$ cat config.mk
export PLATFORM = sky130hd
export DESIGN_NAME = lsu_bus_adapter
export DESIGN_NICKNAME = d
export VERILOG_FILES = /design/src/rtl/lsu_pkg.sv /design/src/rtl/lsu_align.sv /design/src/rtl/lsu_bus_adapter.sv
export SDC_FILE = /design/constraint.sdc
export NUM_CORES = 1
export LEC_CHECK = 0
export BUFFER_PORTS_ARGS = -buffer_cell sky130_fd_sc_hd__buf_2
export CORE_MARGIN = 4
export CORE_UTILIZATION = 27
export CTS_CLUSTER_DIAMETER = 120
export DETAILED_ROUTE_END_ITERATION = 16
export PLACE_DENSITY_LB_ADDON = 0.05
export SLEW_MARGIN = 30
export SYNTH_ARGS = -nofsm -noshare
export SYNTH_HDL_FRONTEND = slang
export SYNTH_SLANG_ARGS = --single-unit
$ cat constraint.sdc
create_clock -name clk -period 2.55 [get_ports clk]
set_input_delay 0.255 -clock clk [delete_from_list [all_inputs] [get_ports clk]]
set_output_delay 0.255 -clock clk [all_outputs]
set_load 0.1 [all_outputs]
$ cat src/rtl/lsu_pkg.sv
// Shared definitions for the load/store bus adapter: funct3 codes, FSM states,
// access sizes and byte-enable base patterns.
package lsu_pkg;

   localparam logic [2:0] F3_B  = 3'b000;
   localparam logic [2:0] F3_H  = 3'b001;
   localparam logic [2:0] F3_W  = 3'b010;
   localparam logic [2:0] F3_BU = 3'b100;
   localparam logic [2:0] F3_HU = 3'b101;

   localparam logic [3:0] BE_B = 4'b0001;
   localparam logic [3:0] BE_H = 4'b0011;
   localparam logic [3:0] BE_W = 4'b1111;

   typedef enum logic [1:0] {ST_IDLE, ST_REQ, ST_WAIT, ST_DONE} lsu_state_e;
   typedef enum logic [1:0] {SZ_B, SZ_H, SZ_W} lsu_size_e;

   // Any encoding not explicitly byte/half falls back to a full word.
   function automatic lsu_size_e f3_size(input logic [2:0] f3);
      case (f3)
         F3_B, F3_BU: return SZ_B;
         F3_H, F3_HU: return SZ_H;
         default:     return SZ_W;
      endcase
   endfunction

endpackage

$ cat src/rtl/lsu_align.sv
// Combinational lane logic: byte enables, store-data replication, load
// extraction with sign/zero extension and natural-alignment check.
module lsu_align
   import lsu_pkg::*;
(
   input  logic [2:0]  i_funct3,
   input  logic [1:0]  i_off,
   input  logic [31:0] i_store_data,
   input  logic [31:0] i_rdata,
   output logic [3:0]  o_be,
   output logic [31:0] o_wdata,
   output logic [31:0] o_load,
   output logic        o_misaligned
);

   lsu_size_e   w_size;
   logic        w_signed;
   logic [31:0] w_shifted;

   assign w_size    = f3_size(i_funct3);
   assign w_signed  = ~i_funct3[2];
   assign w_shifted = i_rdata >> {i_off, 3'b000};

   always_comb begin
      o_be         = '0;
      o_wdata      = '0;
      o_load       = '0;
      o_misaligned = 1'b0;
      case (w_size)
         SZ_B: begin
            o_be    = BE_B << i_off;
            o_wdata = {4{i_store_data[7:0]}};
            o_load  = {{24{w_signed & w_shifted[7]}}, w_shifted[7:0]};
         end
         SZ_H: begin
            o_be         = BE_H << i_off;
            o_wdata      = {2{i_store_data[15:0]}};
            o_load       = {{16{w_signed & w_shifted[15]}}, w_shifted[15:0]};
            o_misaligned = i_off[0];
         end
         default: begin
            o_be         = BE_W;
            o_wdata      = i_store_data;
            o_load       = i_rdata;
            o_misaligned = |i_off;
         end
      endcase
   end

endmodule

$ cat src/rtl/lsu_bus_adapter.sv
// Load/store unit front end: turns a CPU memory-stage access into a valid/ready
// bus request plus response wait, stalling the pipeline until completion.
module lsu_bus_adapter
   import lsu_pkg::*;
#(
   parameter int ADDR_W  = 32,
   parameter int TIMEOUT = 255
) (
   input  logic              clk,
   input  logic              reset,
   input  logic              mem_read,
   input  logic              mem_write,
   input  logic [2:0]        funct3,
   input  logic [ADDR_W-1:0] addr,
   input  logic [31:0]       store_data,
   output logic [31:0]       load_data,
   output logic              stall,
   output logic              done,
   output logic              misaligned,
   output logic              bus_error,
   output logic              bus_req_valid,
   input  logic              bus_req_ready,
   output logic              bus_we,
   output logic [ADDR_W-1:0] bus_addr,
   output logic [3:0]        bus_be,
   output logic [31:0]       bus_wdata,
   input  logic              bus_rsp_valid,
   input  logic [31:0]       bus_rdata
);

   localparam logic [7:0] LP_LAST = 8'(TIMEOUT - 1);

   lsu_state_e        r_state;
   logic [7:0]        r_cnt;
   logic [31:0]       r_load_data;
   logic              r_req_valid;
   logic              r_we;
   logic [ADDR_W-1:0] r_addr;
   logic [3:0]        r_be;
   logic [31:0]       r_wdata;
   logic              r_done;
   logic              r_mis;
   logic              r_err;

   logic              w_op;
   logic [3:0]        w_be;
   logic [31:0]       w_wdata;
   logic [31:0]       w_load;
   logic              w_mis;

   assign w_op = mem_read | mem_write;

   // CPU holds funct3/addr stable while stalled, so the live inputs are still
   // valid for load extraction when the response arrives.
   lsu_align u_align (
      .i_funct3     (funct3),
      .i_off        (addr[1:0]),
      .i_store_data (store_data),
      .i_rdata      (bus_rdata),
      .o_be         (w_be),
      .o_wdata      (w_wdata),
      .o_load       (w_load),
      .o_misaligned (w_mis)
   );

   always_ff @(posedge clk or negedge reset) begin
      if (!reset) begin
         r_state     <= ST_IDLE;
         r_cnt       <= '0;
         r_load_data <= '0;
         r_req_valid <= 1'b0;
         r_we        <= 1'b0;
         r_addr      <= '0;
         r_be        <= '0;
         r_wdata     <= '0;
         r_done      <= 1'b0;
         r_mis       <= 1'b0;
         r_err       <= 1'b0;
      end else begin
         r_done <= 1'b0;
         r_mis  <= 1'b0;
         r_err  <= 1'b0;
         case (r_state)
            ST_IDLE: begin
               if (w_op) begin
                  if (w_mis) begin
                     r_load_data <= '0;
                     r_done      <= 1'b1;
                     r_mis       <= 1'b1;
                     r_state     <= ST_DONE;
                  end else begin
                     r_we        <= mem_write;
                     r_addr      <= {addr[ADDR_W-1:2], 2'b00};
                     r_be        <= w_be;
                     r_wdata     <= w_wdata;
                     r_req_valid <= 1'b1;
                     r_state     <= ST_REQ;
                  end
               end
            end
            ST_REQ: begin
               if (bus_req_ready) begin
                  r_req_valid <= 1'b0;
                  r_cnt       <= '0;
                  r_state     <= ST_WAIT;
               end
            end
            ST_WAIT: begin
               if (bus_rsp_valid) begin
                  if (!r_we) r_load_data <= w_load;
                  r_done  <= 1'b1;
                  r_state <= ST_DONE;
               end else if (r_cnt == LP_LAST) begin
                  r_cnt       <= r_cnt + 8'd1;
                  r_load_data <= '0;
                  r_done      <= 1'b1;
                  r_err       <= 1'b1;
                  r_state     <= ST_DONE;
               end else begin
                  r_cnt <= r_cnt + 8'd1;
               end
            end
            ST_DONE: r_state <= ST_IDLE;
            default: r_state <= ST_IDLE;
         endcase
      end
   end

   // Stall is masked while reset is held so the pipeline is released at once.
   assign stall         = reset & w_op & (r_state != ST_DONE);
   assign load_data     = r_load_data;
   assign done          = r_done;
   assign misaligned    = r_mis;
   assign bus_error     = r_err;
   assign bus_req_valid = r_req_valid;
   assign bus_we        = r_we;
   assign bus_addr      = r_addr;
   assign bus_be        = r_be;
   assign bus_wdata     = r_wdata;

endmodule

==> results.sh, run 1 <==
export IMPL_insertion_delay_ns=0.42
export IMPL_tightest_slew_ns=0.770
export IMPL_port_buffers=208
export IMPL_netlist_cell_type_count=53
export IMPL_end_kind="flop"
export IMPL_dr_pass1_iters=4
export IMPL_cts_tree="done"
export IMPL_min_period_ns=2.32
export IMPL_required_ns=2.90
export IMPL_routed_via_density=4.78
export IMPL_hold_viol_final=0
export IMPL_fp_coreArea_um2=19600
export IMPL_fin_nets=791
export IMPL_fp_dieArea_um2=22400
export IMPL_die_y_um=150
export IMPL_slew_violations=0
export IMPL_grt_overflow_total=0
export IMPL_drtAntennaViolNets=0
export IMPL_dp_hpwl_um=12500
export IMPL_drt_iter0_drc=259
export IMPL_grt_pass1_wl_um=26600
export IMPL_initial_core_util_pct=27.7
export IMPL_rsz0062_at_grt="false"
export IMPL_yosys_area_share_simple_pct=10.4
export IMPL_wl_um=17100
export IMPL_cts_path_max_buffers=2
export IMPL_synth_edf_count=0
export IMPL_syn_inst=472
export IMPL_synth_async_sr_flop_share_pct=100
export IMPL_drc=0
export IMPL_clk_pin_slew_worst_paths_ns=0.06
export IMPL_grt_max_degree=114
export IMPL_max_clock_freq_ghz=0.431
export IMPL_max_slew_margin_pct=48.5
export IMPL_cts_root_buffer="clkbuf_16"
export IMPL_synth_warnings=0
export IMPL_place_congestion=0.777
export IMPL_post_cts_setup_buffers=0
export IMPL_antenna_found_initial=1
export IMPL_area_growth_synth_to_final_pct=36.4
export IMPL_numCtsBuffers=17
export IMPL_finalCritPeriodShare_pct=91.0
export IMPL_outcome="finished, final reports clean"
export IMPL_muxShareOfSynthArea_pct=15.0
export IMPL_grt_pass1_vias=4773
export IMPL_die_w_um=150
export IMPL_hold_class="input pin to flop"
export IMPL_n_antenna_cell=0
export IMPL_ys_seq_elements=113
export IMPL_synth_compound_area_share_pct=15.7
export IMPL_drv_cap=0
export IMPL_finClkSkew_ns=0.00807
export IMPL_cts_sinks=113
export IMPL_ys_flop_type="dfrtp_1"
export IMPL_track_usage_pct=15.4
export IMPL_synth_top_family_by_area="compound AO/OA/AOI/OAI gates"
export IMPL_post_drt_wl_per_cell_um=17.8
export IMPL_arrival_ns=2.67
export IMPL_rows=51
export IMPL_h_tree_depth=4
export IMPL_finalSetupViolCount=0
export IMPL_crit_path_max_fanout=16
export IMPL_cp_start_kind="flop"
export IMPL_synth_xor_area_share_pct=0.970
export IMPL_seq_area_um2=2830
export IMPL_drive_gt1_share_pct=44.7
export IMPL_worstSetupPathType="flop to flop"
export IMPL_multiInputGateArea_um2=2380
export IMPL_ioPinCount=211
export IMPL_n_fill_cell=1960
export IMPL_synthAdderAreaFrac_pct=1.62
export IMPL_ys_seq_area_share_pct=52.2
export IMPL_num_vias=4570
export IMPL_avgSynthCellArea_um2=11.5
export IMPL_syn_cell_area_um2=5420
export IMPL_tns_ns=0
flip-flops by register name, indices dropped and copies added, names as in the netlist:
name and cells:
r_cnt 8, bus_wdata 32, bus_error 1, r_state 2
misaligned 1, bus_we 1, done 1, bus_addr 30
bus_be 4, load_data 32, bus_req_valid 1
synthesized netlist by cell type (all sizes together), types with 3 or more instances:
library cell | number | area [µm²]
nor3 | 6 | 30.0
a21oi | 12 | 60.1
nand2 | 48 | 188
o211ai | 8 | 60.1
a221o | 16 | 173
o21ai | 35 | 186
clkbuf | 12 | 46.3
nor2b | 6 | 37.5
a22o | 16 | 140
mux2 | 40 | 450
nor4 | 5 | 31.3
dfrtp | 113 | 2830
nand2b | 11 | 68.8
buf | 22 | 143
xnor2 | 5 | 43.8
o2bb2ai | 6 | 52.6
a32o | 8 | 80.1
inv | 8 | 30.0
nand3 | 3 | 15.0
nor2 | 24 | 97.6
mux2i | 36 | 360
ha | 7 | 87.6
final timing paths:
path	startpoint	to	slack, ns	cells past startpoint
hold reg to reg	bus_wdata[21]	bus_wdata[21]	0.47	2
min in group asynchronous	reset	load_data[11]	0.45	3
hold / removal	addr[23]	bus_addr[23]	0.07	2
setup / recovery	r_state[0]	load_data[16]	0.23	6
max in group asynchronous	reset	load_data[7]	1.52	3
setup reg to reg	r_state[0]	load_data[16]	0.23	6
layout make-up:
class	instances	area share, %
clock inverters	12	2.45
multi-input cells	318	32.2
repair buffers	221	16.1
flip-flops and latches	113	38.2
inverters	8	0.406
well taps	265	4.48
clock buffers	20	6.04
layout by cell type, fill, tap and decap left out, drive strengths merged, types with 2 or more instances in the layout:
cell type  synthesis  final
a32o               8      8
dfrtp            113    113
mux2              40     40
bufinv             0      4
o21a               2      2
nand2             48     48
nor2              24     24
clkbuf            12     20
a221o             16     16
clkinv             0      5
nand2b            11     11
nor3               6      6
mux2i             36     36
buf               22    220
xnor2              5      5
nand4              2      2
and3               2      2
inv                8     10
o211ai             8      8
conb               1      2
nor2b              6      6
a21oi             12     12
nor3b              2      2
ha                 7      7
nand3              3      3
o2bb2ai            6      6
a31oi              2      2
nor4               5      5
o21ai             35     35
a22o              16     16
critical path, cell delays in order (launching register included):
cell	delay (ns)
dfrtp_1	0.39
inv_1	0.13
ha_1	0.35
nand3b_1	0.14
a311oi_2	0.34
and2_1	0.63
a221o_2	0.27
metal layers:
metal  up-vias  GRT usage [%]  routed length (µm)
met3        29           6.00                1460
met4         2           5.90                 427
li1       2136              -                   -
met2       171           24.0                7950
met1      2232           19.3                7230
met5         -              0                  20
metrics by stage:
step | instance area (µm²) | utilization, % | hold WS (ns) | std cells | setup slack (ns)
after floorplan | 5430 | - | -0.0406 | 473 | 0.394
after global placement | 6760 | 34.5 | 0.440 | 924 | 0.310
after detailed placement | 6760 | 34.5 | 0.445 | 924 | 0.233
after CTS | 7390 | 37.7 | 0.0462 | 957 | 0.228
after global routing | 7390 | 37.7 | 0.0430 | 957 | 0.0566
final | 7390 | 37.7 | 0.0706 | 957 | 0.229
kinds of logic after synthesis:
group / Yosys count
buffers and inverters: 42
DFF: 113
xor gates and xnor gates: 6
adders and majority gates: 7
and+or+nand+nor: 114
muxes: 76
other: 1
AOI/OAI and AO/OA: 113
repair_timing:
action,in CTS,in global routing
gates resized for setup,0,0
hold buffers,1,0
endpoints found under the hold margin,13,0
Power of run 1 is left out: the tool's default activity adds up to more than one toggle a clock period on the data nets, which glitch-free logic cannot reach.
==> run 2, diff against run 1 <==
CELL_PAD_IN_SITES_DETAIL_PLACEMENT = 1   (was not set)
CELL_PAD_IN_SITES_GLOBAL_PLACEMENT = 1   (was not set)
==> run 2 against run 1 <==
  * Worst hold slack improved by 0.0059 ns
  * First-iteration DRC count decreased by 39%
  * Highest routed layer unchanged
  * Count of clock-buffer cells in the layout decreased by 2
  * Clock skew about the same
  * Worst setup slack improved by 0.023 ns
  * Cell count increased by 0.31%
  * Non-clock buffer count increased by 1
  * Largest cell class unchanged
  * Core utilization about the same
  * Register-to-register slack improved by 0.02 ns
==> results.sh, run 2 (synthesis results as in run 1) <==
export IMPL_drv_cap=0
export IMPL_num_vias=4564
export IMPL_cts_sinks=113
export IMPL_cts_path_max_buffers=2
export IMPL_mostFrequentLayoutCells="207 x buf_2, 113 x dfrtp_1, 47 x nand2_1, 40 x mux2_2, 36 x mux2i_1"
export IMPL_antenna_found_initial=2
export IMPL_fp_coreArea_um2=19600
export IMPL_port_buffers=208
export IMPL_routed_via_density=4.75
export IMPL_dp_hpwl_um=13000
export IMPL_outcome="finished, final reports clean"
export IMPL_finalCritPeriodShare_pct=90.1
export IMPL_path_delay_family="simple AND/OR/NAND/NOR gates"
export IMPL_h_tree_depth=4
export IMPL_ioPinCount=211
export IMPL_die_y_um=150
export IMPL_crit_buf_inv=1
export IMPL_grt_pass1_vias=4947
export IMPL_cts_root_buffer="clkbuf_16"
export IMPL_crit_path_max_fanout=16
export IMPL_cts_resized=0
export IMPL_arrival_ns=2.64
export IMPL_worstSetupPathType="flop to flop"
export IMPL_cts_tree="done"
export IMPL_layout_commonest_cell="buf_2"
export IMPL_cp_startpoint="r_state[0]"
export IMPL_place_congestion=0.778
export IMPL_reg2reg_to="load_data[27]"
export IMPL_r2r_start="r_state[0]"
export IMPL_die_w_um=150
export IMPL_slew_violations=0
export IMPL_max_clock_freq_ghz=0.435
export IMPL_drc=0
export IMPL_grt_overflow_total=0
export IMPL_final_area_um2=7390
export IMPL_drt_iter0_drc=159
export IMPL_drive_gt1_share_pct=45.0
export IMPL_place_area_um2=6760
export IMPL_cpPeakStageDelay_ns=0.68
export IMPL_track_usage_pct=15.7
export IMPL_hold_depth=2
export IMPL_fp_dieArea_um2=22400
export IMPL_dr_pass1_iters=4
export IMPL_fin_nets=792
export IMPL_required_ns=2.90
export IMPL_worst_path_stages=6
export IMPL_finClkSkew_ns=0.00845
export IMPL_cp_start_kind="flop"
export IMPL_n_fill_cell=2234
export IMPL_tightest_slew_ns=0.680
export IMPL_tns_ns=0
export IMPL_clk_pin_slew_worst_paths_ns=0.06
export IMPL_grt_pass1_wl_um=27500
export IMPL_wl_um=17500
export IMPL_reg2reg_depth=6
export IMPL_hold_viol_final=0
export IMPL_finalSetupViolCount=0
export IMPL_insertion_delay_ns=0.41
export IMPL_min_period_ns=2.30
export IMPL_initial_core_util_pct=27.7
export IMPL_cp_cell_sequence="inv_1, ha_1, nor3b_2, a311oi_2, and4_1, a221o_2"
export IMPL_rsz0062_at_grt="false"
export IMPL_rrSetupSlack_ns=0.25
export IMPL_drtAntennaViolNets=0
export IMPL_area_growth_synth_to_final_pct=36.4
export IMPL_end_kind="flop"
export IMPL_hold_class="input pin to flop"
export IMPL_numCtsBuffers=17
export IMPL_grt_max_degree=114
export IMPL_cpMaxStageDelayCell="and4_1"
export IMPL_hold_ws_ns=0.0765
export IMPL_endpoint="load_data[27]"
export IMPL_post_drt_wl_per_cell_um=18.3
export IMPL_rows=51
export IMPL_max_slew_margin_pct=53.4
## run 2: cell count changes in the layout (fill, tap and decap cells not counted), sizes merged
cell    previous run  this run
diode              0         2
bufinv             4         3
buf              220       221
clkbuf            20        18
inv               10        13
## run 2: worst reg2reg max path, cell delays in order, from the launching register on
cell      delay, ns
dfrtp_1        0.37
inv_1          0.10
ha_1           0.31
nor3b_2        0.20
a311oi_2       0.37
and4_1         0.68
a221o_2        0.22
## run 2: per-stage QoR
stage | worst slack [ns] | utilization [%] | cells
5_1_grt | 0.0489 | 37.7 | 959
6_report | 0.252 | 37.7 | 960
4_1_cts | 0.263 | 37.7 | 958
2_1_floorplan | 0.394 | - | 473
3_5_place_dp | 0.281 | 34.5 | 925
3_3_place_gp | 0.325 | 34.5 | 925
## run 2: layout make-up
| class | instances | area (µm²) | share of cell area (%) |
|---|---|---|---|
| inverter | 8 | 30.0 | 0.406 |
| sequential | 113 | 2830 | 38.2 |
| clock inverter | 14 | 178 | 2.40 |
| tap | 265 | 332 | 4.48 |
| multi-input combinational | 318 | 2380 | 32.2 |
| clock buffer | 18 | 439 | 5.94 |
| timing repair buffer | 222 | 1200 | 16.2 |
| antenna | 2 | 5.00 | 0.0677 |
## run 2: worst min-delay path by stage
stage / endpoint / startpoint / slack [ns]
3_5_place_dp: load_data[27] / reset / 0.44
2_1_floorplan: bus_addr[10] / reset / -0.04
3_3_place_gp: load_data[24] / reset / 0.44
6_report: bus_addr[13] / addr[13] / 0.08
5_1_grt: bus_addr[13] / addr[13] / 0.06
4_1_cts: bus_addr[13] / addr[13] / 0.05
## run 2: repair_timing
action | 4_1_cts | 5_1_grt
setup endpoints to repair | 0 | 0
endpoints found under the hold margin | 2 | 0
hold buffers | 1 | 0
setup buffers | 0 | 0
## run 2: metal layers
| metal | GRT usage [%] | vias up | wire length, µm |
|---|---|---|---|
| li1 | - | 2133 | - |
| met1 | 19.4 | 2233 | 7320 |
| met2 | 25.9 | 171 | 8440 |
| met3 | 4.42 | 25 | 1360 |
| met4 | 6.04 | 2 | 390 |
| met5 | 0 | - | 12 |
Power of run 2 is left out for the same reason.
